## config.mk

```make
export PLATFORM = sky130hd
export DESIGN_NAME = bcd_countdown_timer
export DESIGN_NICKNAME = d
export VERILOG_FILES = /design/src/rtl/bcd_countdown_timer.sv
export SDC_FILE = /design/constraint.sdc
export NUM_CORES = 1
export LEC_CHECK = 0
export BUFFER_PORTS_ARGS = -buffer_cell sky130_fd_sc_hd__buf_2
export CAP_MARGIN = 20
export CORE_MARGIN = 2
export CORE_UTILIZATION = 50
export DETAILED_ROUTE_END_ITERATION = 12
export GPL_ROUTABILITY_DRIVEN = 0
export PLACE_DENSITY = 0.77
export SLEW_MARGIN = 25
export SYNTH_ARGS = -nofsm -noshare
export SYNTH_HDL_FRONTEND = slang
export SYNTH_SLANG_ARGS = --single-unit
```

## constraint.sdc

```tcl
create_clock -name clk -period 2.54 [get_ports clk]
set_input_delay 0.127 -clock clk [delete_from_list [all_inputs] [get_ports clk]]
set_output_delay 0.127 -clock clk [all_outputs]
set_load 0.05 [all_outputs]
```

## src/rtl/bcd_countdown_timer.sv

```systemverilog
// bcd_countdown_timer
//   Four-digit BCD mm:ss countdown timer. A preset is loaded, then the value
//   counts down one second per 1 Hz tick through a mod-10/mod-6 borrow chain.
//   Reaching 00:00 pulses done and raises alarm until the user acknowledges it
//   or ALARM_TICKS ticks have elapsed.
//
//   state | meaning
//   ------+-----------------------------------------------------------
//   IDLE  | digits hold; load accepted; start (non-zero) -> RUN
//   RUN   | decrement on tick; pause -> PAUSE; 00:01 + tick -> ALARM
//   PAUSE | digits hold, ticks ignored; load accepted; start -> RUN
//   ALARM | digits 0000, alarm high; start/pause or ALARM_TICKS ticks -> IDLE
//
// Ports
//   clk                 system clock, rising edge
//   cr                  asynchronous active-high reset
//   tick                one-cycle 1 Hz enable
//   load, load_value    BCD preset {min_tens,min_ones,sec_tens,sec_ones}
//   start, pause        run control / alarm acknowledge
//   min_tens..sec_ones  current BCD digits
//   state               00 IDLE, 01 RUN, 10 PAUSE, 11 ALARM
//   zero                all digits zero (combinational)
//   done                one-cycle pulse on reaching 00:00 from RUN
//   alarm               high throughout ALARM
module bcd_countdown_timer #(
  parameter int MAX_MIN_TENS = 5,
  parameter int ALARM_TICKS  = 10
) (
  input  logic        clk,
  input  logic        cr,
  input  logic        tick,
  input  logic        load,
  input  logic [15:0] load_value,
  input  logic        start,
  input  logic        pause,
  output logic [3:0]  min_tens,
  output logic [3:0]  min_ones,
  output logic [3:0]  sec_tens,
  output logic [3:0]  sec_ones,
  output logic [1:0]  state,
  output logic        zero,
  output logic        done,
  output logic        alarm
);

  localparam logic [3:0] MT_MAX = 4'(MAX_MIN_TENS);
  localparam int         CW     = (ALARM_TICKS > 1) ? $clog2(ALARM_TICKS) : 1;
  localparam logic [CW-1:0] CNT_LAST = CW'(ALARM_TICKS - 1);

  typedef enum logic [1:0] {
    S_IDLE  = 2'b00,
    S_RUN   = 2'b01,
    S_PAUSE = 2'b10,
    S_ALARM = 2'b11
  } state_t;

  state_t        state_q, state_d;
  logic [3:0]    mt_q, mo_q, st_q, so_q;
  logic [3:0]    mt_d, mo_d, st_d, so_d;
  logic [3:0]    dec_mt, dec_mo, dec_st, dec_so;
  logic          done_q, done_d;
  logic [CW-1:0] cnt_q, cnt_d;
  logic          last_sec;

  function automatic logic [3:0] clamp_digit(input logic [3:0] d, input logic [3:0] mx);
    return (d > mx) ? mx : d;
  endfunction

  assign zero     = (mt_q == 4'd0) && (mo_q == 4'd0) && (st_q == 4'd0) && (so_q == 4'd0);
  assign last_sec = (mt_q == 4'd0) && (mo_q == 4'd0) && (st_q == 4'd0) && (so_q == 4'd1);

  // Borrow chain: each digit wraps to its max only when it was already zero.
  always_comb begin
    dec_mt = mt_q;
    dec_mo = mo_q;
    dec_st = st_q;
    dec_so = so_q - 4'd1;
    if (so_q == 4'd0) begin
      dec_so = 4'd9;
      dec_st = st_q - 4'd1;
      if (st_q == 4'd0) begin
        dec_st = 4'd5;
        dec_mo = mo_q - 4'd1;
        if (mo_q == 4'd0) begin
          dec_mo = 4'd9;
          dec_mt = mt_q - 4'd1;
        end
      end
    end
  end

  always_comb begin
    state_d = state_q;
    mt_d    = mt_q;
    mo_d    = mo_q;
    st_d    = st_q;
    so_d    = so_q;
    done_d  = 1'b0;
    cnt_d   = cnt_q;
    case (state_q)
      S_IDLE, S_PAUSE: begin
        if (load) begin
          // load wins over a simultaneous start
          mt_d = clamp_digit(load_value[15:12], MT_MAX);
          mo_d = clamp_digit(load_value[11:8], 4'd9);
          st_d = clamp_digit(load_value[7:4], 4'd5);
          so_d = clamp_digit(load_value[3:0], 4'd9);
        end else if (start && (state_q == S_PAUSE || !zero)) begin
          state_d = S_RUN;
        end
      end
      S_RUN: begin
        if (pause) begin
          state_d = S_PAUSE;
        end else if (tick) begin
          if (zero) begin
            // Only reachable by starting from PAUSE at 00:00; never wrap.
            state_d = S_ALARM;
            cnt_d   = '0;
          end else begin
            mt_d = dec_mt;
            mo_d = dec_mo;
            st_d = dec_st;
            so_d = dec_so;
            if (last_sec) begin
              done_d  = 1'b1;
              state_d = S_ALARM;
              cnt_d   = '0;
            end
          end
        end
      end
      S_ALARM: begin
        if (start || pause) begin
          state_d = S_IDLE;
          cnt_d   = '0;
        end else if (tick) begin
          if (cnt_q == CNT_LAST) begin
            state_d = S_IDLE;
            cnt_d   = '0;
          end else begin
            cnt_d = cnt_q + CW'(1);
          end
        end
      end
      default: state_d = S_IDLE;
    endcase
  end

  always_ff @(posedge clk or posedge cr) begin
    if (cr) begin
      state_q <= S_IDLE;
      mt_q    <= 4'd0;
      mo_q    <= 4'd0;
      st_q    <= 4'd0;
      so_q    <= 4'd0;
      done_q  <= 1'b0;
      cnt_q   <= '0;
    end else begin
      state_q <= state_d;
      mt_q    <= mt_d;
      mo_q    <= mo_d;
      st_q    <= st_d;
      so_q    <= so_d;
      done_q  <= done_d;
      cnt_q   <= cnt_d;
    end
  end

  assign min_tens = mt_q;
  assign min_ones = mo_q;
  assign sec_tens = st_q;
  assign sec_ones = so_q;
  assign state    = state_q;
  assign done     = done_q;
  assign alarm    = (state_q == S_ALARM);

endmodule
```

==> results of run 1 <==
-- power by group through the flow --
| stage | Combinational [W] | Sequential [W] | Clock, W |
|---|---|---|---|
| global route | 0.00103 | 0.000691 | 0.000196 |
| global placement | 0.000936 | 0.000672 | 0 |
| floorplan | 0.000448 | 0.000946 | 0 |
| finish | 0.000957 | 0.000671 | 0.000176 |
| detailed placement | 0.000951 | 0.000674 | 0 |
| CTS | 0.000956 | 0.000667 | 0.000183 |
-- kinds of logic after synthesis --
family                     after synthesis  synth area share (%)
AOI/OAI and AO/OA                       70                 29.73
and+or+nand+nor                         64                 20.99
buffers and inverters                   24                 7.932
DFF                                     23                 36.86
adders and majority gates                4                 3.205
muxes                                    2                 1.282
-- registers in the layout, indices dropped and copies added (netlist names) --
name / count
state: 2
sec_tens: 4
cnt_q: 4
sec_ones: 4
min_ones: 4
min_tens: 4
done: 1
-- critical path, delay by kind of cell (launching register included) --
kind	cells	cell delay (ns)
buffers and inverters	2	0.38
flip-flops	1	0.44
adder cells (fa/ha/maj)	1	0.14
AND/OR/NAND/NOR	3	0.80
-- layer usage --
metal	vias to the layer above	wire length [µm]	GRT usage, %
met1	734	1834	32.10
met3	6	218	3.030
li1	777	-	-
met2	61	1681	35.40
met4	0	36	7.302
met5	-	0	0
-- cell usage after synthesis (all sizes together), types with 2 or more instances --
| library cell | instances |
|---|---|
| a21oi | 19 |
| nand2b | 3 |
| o21bai | 2 |
| a2bb2oi | 2 |
| clkbuf | 5 |
| or3 | 2 |
| nor2b | 5 |
| nor3 | 8 |
| nand2 | 12 |
| and3 | 2 |
| nor2 | 21 |
| o22a | 3 |
| inv | 13 |
| o31ai | 2 |
| a21boi | 2 |
| o32ai | 2 |
| buf | 6 |
| nand4 | 2 |
| ha | 4 |
| mux2i | 2 |
| o22ai | 2 |
| a22o | 2 |
| o21ai | 17 |
| dfrtp | 23 |
| nor4 | 4 |
| a31oi | 6 |
-- placed cells by master (no fill, tap or decap), drive strengths merged, types with 2 or more instances in the layout --
cell type	synthesis	routed
a21oi	19	19
nand2b	3	3
mux2i	2	2
nor2b	5	5
o21ai	17	17
nor4	4	4
o22a	3	3
o21bai	2	2
clkbuf	5	3
a2bb2oi	2	2
nor2	21	21
o22ai	2	2
inv	13	13
or3	2	2
a22o	2	2
a31oi	6	6
a21boi	2	2
o32ai	2	2
ha	4	4
and3	2	2
o31ai	2	2
nand4	2	2
buf	6	48
dfrtp	23	23
nand2	12	12
nor3	8	8
-- final timing paths --
| check | start | end | slack [ns] | depth (start not counted) |
|---|---|---|---|---|
| max | min_tens[0] | zero | 0.34 | 6 |
| min | tick | state[1] | 0.08 | 3 |
| max reg2reg | min_ones[3] | min_ones[2] | 0.50 | 5 |
| min reg2reg | cnt_q[3] | cnt_q[3] | 0.52 | 1 |
| max in group asynchronous | cr | sec_ones[0] | 1.48 | 3 |
| min in group asynchronous | cr | sec_tens[0] | 0.52 | 3 |
-- layout make-up --
type                            count  share of cell area [%]
Timing Repair Buffer               49                   14.57
Multi-Input combinational cell    140                   47.35
Sequential cell                    23                   31.62
Tap cell                           33                   2.268
Clock inverter                      1                  0.2749
Inverter                           13                   2.680
Clock buffer                        3                   1.237
-- stage by stage --
| stage | power (W) | hold slack, ns |
|---|---|---|
| 4_1_cts | 0.001806 | 0.06035 |
| 3_3_place_gp | 0.001608 | 0.3566 |
| 3_5_place_dp | 0.001625 | 0.3629 |
| 6_report | 0.001804 | 0.08231 |
| 2_1_floorplan | 0.001394 | 0.1289 |
| 5_1_grt | 0.001919 | 0.06884 |
==> metrics.txt, run 1 <==
Flop pwr share 37.2%; MaxCap Viol Count 0; clk root buf clkbuf_4; Placed Instances 257; crit path kind reg -> out; CP max stage delay 0.44 ns; Clk pwr share 9.7%; post-layout util 60.62%; Synth top area share 36.86%; Pre-Repair DR Iteration Count 4; post-route cell area 1821 µm²; Sw Share 53.80%; status finished, final reports clean; Crit. End Element output port; Net Count, Synth 213; CTS buffer count 3; RSZ-0062 raised after global routing no; register area 575.6 µm²; PD cells 990.9 nW/µm²; ys async rst share 100.0%; post-synthesis sequential area ratio 36.86%; Mapped Area 1561 µm²; first-pass GRT wire length 6.182 mm; Pins Over Slew Limit 0; Die Ht 59.89 µm; # rows 20; Syn Inst Count 187; critical-path maximum fanout 5; Post-synth top flop dfrtp_1; post-synthesis cell type count 48; largest net degree at the start of global routing 24; Seq cells post-synth 23; DRT antenna net count 0; final clock period utilization by the worst path 86.59%; Clock Latency Late Sink 0.31 ns; CTS hold repair buffers 1; Vias/cell 6.023; worst-margin pin slew 0.8867 ns; clock skew 0.002497 ns; Post-Place Setup Slack 0.5163 ns; CP max stage cell dfrtp_1; setup violators final 0; gr ovfl total 0; endpoints failing hold 0; Mapped Avg Cell Area 8.350 µm²; Max-slew headroom 40.82%; EDFF count, synth 0; number of H-tree levels 1; setup ws final 0.3405 ns; Fin Setup TNS 0 ns; All-Layer GR Usage 22.56%; final cell count without fillers 262; area leader, netlist dfrtp_1; setup bufs post-CTS 0; I/O pins 43; number of diodes 0; Tightest Hold Check Type in -> reg; Cell Area, Placed 1783 µm²; PostCTS Resize Cnt 0; Fmax achieved 0.4547 GHz; clock slew at reported path FFs 0.13 ns; Starting DRT DRC Count 111; initial core utilization 52.00%; Critical Path RT 2.41 ns; # clock sinks 23; vias in the first global route 1420; post-detail-place hpwl 2.746 mm; share of layout cells above drive strength 1 24.02%; Max VDD drop 416.8 µV; worst path cell trace inv_1 -> ha_1 -> nor3b_1 -> nand4_1 -> nor3_1 -> buf_2; Port Buffers 42; Final nets 256; post-layout min period 2.199 ns; area occupied by multi-input gates 862.1 µm²; arrival time worst endpoint 2.07 ns; Fill cells 284; combinational power share 53.1%; antenna violations before repair 0; Post-route DRC 0; Core Area 3003 µm²; NetSw 0.0009705 W; Routed WL 3.770 mm; Startpoint Class flip-flop; Synth Warn # 0; routed len/inst 14.39 µm; die width 59.89 µm; synth-to-layout area growth 16.59%; internal power 0.0008335 W; Area contributors post-synth dfrtp_1 37%, a21oi_1 6.1%, nor2_1 5.0%; Lkg Pwr 0.8874 nW; Max Buffers Root-to-Sink 2; die area 3586 µm²; TritonCTS clock tree done; via count 1578
No activity file was read; power rests on OpenSTA's default activity.
==> run 2, diff against run 1 <==
clock period = 2.3 ns   (was 2.54 ns; I/O delays follow)
==> run 2 against run 1 <==
Compared with the run above:
- highest routed layer unchanged
- non-clock buffer count increased by 5
- largest cell class unchanged
- critical path depth decreased by 1
- combinational power increased by 18%
- total power increased by 12%
- wire length decreased by 3.1%
- clock skew about the same
==> metrics.txt, run 2 (synthesis gave the netlist of run 1 again) <==
Max-slew headroom 38.63%; CP max stage delay 0.45 ns; Clock Latency Late Sink 0.32 ns; clk root buf clkbuf_4; arrival time worst endpoint 1.92 ns; Max VDD drop 516.5 µV; RSZ-0062 raised after global routing no; All-Layer GR Usage 21.61%; post-layout util 62.21%; final cell count without fillers 267; Fin Setup TNS 0 ns; Final nets 261; PD cells 1084 nW/µm²; total power 0.002025 W; Die Ht 59.89 µm; clock slew at reported path FFs 0.13 ns; setup bufs post-CTS 0; number of H-tree levels 1; Crit. End Element output port; commonest non-fill, non-tap cells in the layout 42 x buf_2, 23 x dfrtp_1, 21 x nor2_1, 19 x a21oi_1, 13 x inv_1; Fmax achieved 0.4913 GHz; Core Area 3003 µm²; Tightest Hold Check Type in -> reg; DRT antenna net count 0; final clock period utilization by the worst path 88.49%; post-detail-place hpwl 2.742 mm; crit path kind reg -> out; Placed Instances 262; endpoints failing hold 0; routed len/inst 13.68 µm; Lkg Pwr 0.9163 nW; synth-to-layout area growth 19.63%; TritonCTS clock tree done; I/O pins 43; share of layout cells above drive strength 1 26.50%; worst path cell trace nor4_4 -> buf_4 -> nand4_1 -> nor3_2 -> buf_2; Pins Over Slew Limit 0; Routed WL 3.652 mm; CP max stage cell dfrtp_1; met3 Track Usage GR 2.597%; Most Used Layer, Global Route met2; Critical Path RT 2.18 ns; # rows 20; largest net degree at the start of global routing 24; die width 59.89 µm; antenna violations before repair 0; post-layout min period 2.035 ns; commonest non-fill, non-tap cell in the layout buf_2; setup violators final 0; Post-route DRC 0; Startpoint Class flip-flop; Crit path buffers/inverters 2; CTS buffer count 3; Min Hold Slack 0.06947 ns; CP delay by family, top simple AND/OR/NAND/NOR gates; vias in the first global route 1334; worst-margin pin slew 0.9196 ns; status finished, final reports clean; critical-path maximum fanout 7; via count 1568; Starting DRT DRC Count 107; Pre-Repair DR Iteration Count 4; die area 3586 µm²; M2 GR Usage 36.49%; first-pass GRT wire length 5.892 mm; gr ovfl total 0; clock skew 0.002925 ns; # clock sinks 23; MaxCap Viol Count 0; met1 usage 28.77%; number of diodes 0; initial core utilization 52.00%; Vias/cell 5.873; Port Buffers 42; Max Buffers Root-to-Sink 2
## run 2: cell count changes in the layout (fill, tap and decap cells not counted)
cell / change
nor3_1: -1
nor3b_1: -1
buf_4: +5
nor3b_2: +1
nor3_2: +1
## run 2: cell type report
type | count | area (µm²)
inverter | 13 | 48.80
timing repair buffer | 54 | 302.8
multi-input combinational | 140 | 872.1
clock buffer | 3 | 22.52
sequential | 23 | 575.6
fill | 281 | 1135
clock inverter | 1 | 5.005
tap | 33 | 41.29
## run 2: where the power goes
| part | internal (W) | switching (W) | total [W] |
|---|---|---|---|
| sequential | 0.000526 | 0.000172 | 0.000698 |
| clock | 0.0000651 | 0.000129 | 0.000194 |
| combinational | 0.000360 | 0.000773 | 0.00113 |
## run 2: stage by stage
step,setup slack [ns],instance area [µm²]
detailed placement,0.2137,1826
floorplan,0.1265,1567
CTS,0.1477,1863
global route,0.08957,1868
finish,0.2647,1868
global placement,0.3096,1826
## run 2: final timing paths
path	startpoint	to	slack (ns)	cells after the start
worst min-delay path	tick	state[1]	0.07	3
worst max register to register	state[1]	min_tens[3]	0.27	6
worst min register to register	cnt_q[3]	cnt_q[3]	0.51	1
worst max-delay path	sec_tens[3]	zero	0.26	5
max in group asynchronous	cr	done	1.21	3
min in group asynchronous	cr	sec_tens[2]	0.53	3
## run 2: what timing repair did
item	4_1_cts	5_1_grt
endpoints found under the hold margin	23	0
hold buffers	1	0
endpoints found under the setup margin	0	1
resized for setup	0	1
## run 2: routing by layer
layer	part of all wire (%)	vias to the layer above	wire, µm
met4	1.2	0	42
met5	0	-	0
met1	46	743	1695
met2	48	39	1768
met3	4.0	5	145
li1	-	781	-
## run 2: worst min-delay path: stages
cell and delay [ns]:
buf_2 0.14, nand2_1 0.06, nand2_1 0.04
==> run 3, diff against run 2 <==
CELL_PAD_IN_SITES_DETAIL_PLACEMENT = 1   (was default)
CELL_PAD_IN_SITES_GLOBAL_PLACEMENT = 1   (was default)
CORE_UTILIZATION = 38   (was 50)
PLACE_DENSITY = default   (was 0.77)
PLACE_DENSITY_LB_ADDON = 0.1   (was default)
==> run 3 against run 2 <==
Compared with the run above:
- first-iteration DRC count increased by 19%
- clock skew decreased by 0.00081 ns
- die area increased by 29%
- utilization decreased by 15 points
- design area increased by 1.3%
- global-route usage increased by 0.45 points
- highest routed layer unchanged
==> metrics.txt, run 3 (synthesis gave the netlist of run 1 again) <==
status finished, final reports clean; Starting DRT DRC Count 127; total power 0.002128 W; number of diodes 0; CTS buffer count 3; Post-Place Setup Slack 0.2913 ns; Post-route DRC 0; commonest non-fill, non-tap cell in the layout buf_2; synth-to-layout area growth 21.23%; gr ovfl total 0; register area 575.6 µm²; Startpoint Class flip-flop; Pre-Repair DR Iteration Count 4; Lkg Pwr 0.9098 nW; first-pass GRT wire length 7.645 mm; I/O pins 43; Min Hold Slack 0.1159 ns; Pins Over Slew Limit 0; setup bufs post-CTS 0; crit path kind reg -> out; Vias/cell 5.706; share of layout cells above drive strength 1 25.86%; antenna violations before repair 0; hold depth 3; endpoints failing hold 0; Max VDD drop 462.0 µV; setup ws final 0.2653 ns; die area 4638 µm²; area occupied by multi-input gates 872.1 µm²; DRT antenna net count 0; Max-slew headroom 38.10%; Fmax achieved 0.4915 GHz; Die Ht 68.11 µm; Tightest Hold Check Type in -> reg; PD cells 1124 nW/µm²; Crit. End Element output port; Routed WL 4.763 mm; RSZ-0062 raised after global routing no; Max Buffers Root-to-Sink 2; MaxCap Viol Count 0; Fill cells 498; critical-path maximum fanout 7; routed len/inst 16.89 µm; number of H-tree levels 1; Final nets 259; FF-to-FF setup slack 0.32 ns; die width 68.11 µm; Critical Path RT 2.18 ns; clk root buf clkbuf_8; post-detail-place hpwl 3.613 mm; TritonCTS clock tree done; worst-margin pin slew 0.9228 ns; via count 1609; final clock period utilization by the worst path 88.46%; vias in the first global route 1611; Core Area 3971 µm²; worst reg2reg path depth 6; Hold Startpoint tick; RR Startpoint min_ones[2]; setup violators final 0; Clock Latency Late Sink 0.28 ns; All-Layer GR Usage 22.06%; # clock sinks 23; clock slew at reported path FFs 0.09 ns; initial core utilization 39.32%; arrival time worst endpoint 1.92 ns; post-layout min period 2.035 ns; Fin Setup TNS 0 ns; commonest non-fill, non-tap cells in the layout 42 x buf_2, 23 x dfrtp_1, 21 x nor2_1, 19 x a21oi_1; largest net degree at the start of global routing 24; Hold Crit Endpoint state[1]; # rows 23; reg2reg end min_ones[0]; Port Buffers 42; clock skew 0.002115 ns
run 3: critical path, cell delays in order, from the launching register on:
cell,delay (ns)
dfrtp_1,0.45
nor4_4,0.32
buf_4,0.20
nand4_1,0.19
nor3_2,0.18
buf_2,0.30
run 3: how the worst max path moves through the flow:
stage / slack, ns / to / start
floorplan: 0.13 / min_tens[3] / state[1]
global placement: 0.43 / min_ones[1] / min_ones[2]
detailed placement: 0.29 / sec_ones[1] / min_tens[0]
CTS: 0.1 / zero / min_tens[0]
global route: 0.12 / zero / min_tens[0]
finish: 0.27 / zero / sec_tens[3]
run 3: area by class of cell:
| cell class | instances | area share (%) |
|---|---|---|
| flip-flops and latches | 23 | 30.40 |
| repair buffers | 52 | 15.20 |
| clock inverters | 1 | 0.2644 |
| clock buffers | 3 | 2.181 |
| inverters | 13 | 2.578 |
| well taps | 50 | 3.305 |
| multi-input cells | 140 | 46.07 |
run 3: power by group:
| group | switching (W) | total (W) | internal, W |
|---|---|---|---|
| Combinational | 0.000795 | 0.00115 | 0.000356 |
| Clock | 0.000148 | 0.000270 | 0.000122 |
| Sequential | 0.000180 | 0.000707 | 0.000527 |
| Total | 0.00112 | 0.00213 | 0.00100 |
run 3: metal layers:
layer  global-route usage (%)  wire, µm
met1                    27.28      2085
met2                    38.96      2469
met3                    2.961       148
met4                    8.000        60
met5                        0         0
run 3: per-stage QoR:
step | util, % | std cells | area [µm²]
3_5_place_dp | 46.12 | 277 | 1832
3_3_place_gp | 46.12 | 277 | 1832
2_1_floorplan | - | 187 | 1567
6_report | 47.67 | 282 | 1893
4_1_cts | 47.29 | 281 | 1878
5_1_grt | 47.67 | 282 | 1893
run 3: what timing repair did:
item	4_1_cts	5_1_grt
gates resized for setup	0	1
endpoints found under the hold margin	0	23
hold buffers	0	1
setup endpoints to repair	0	1
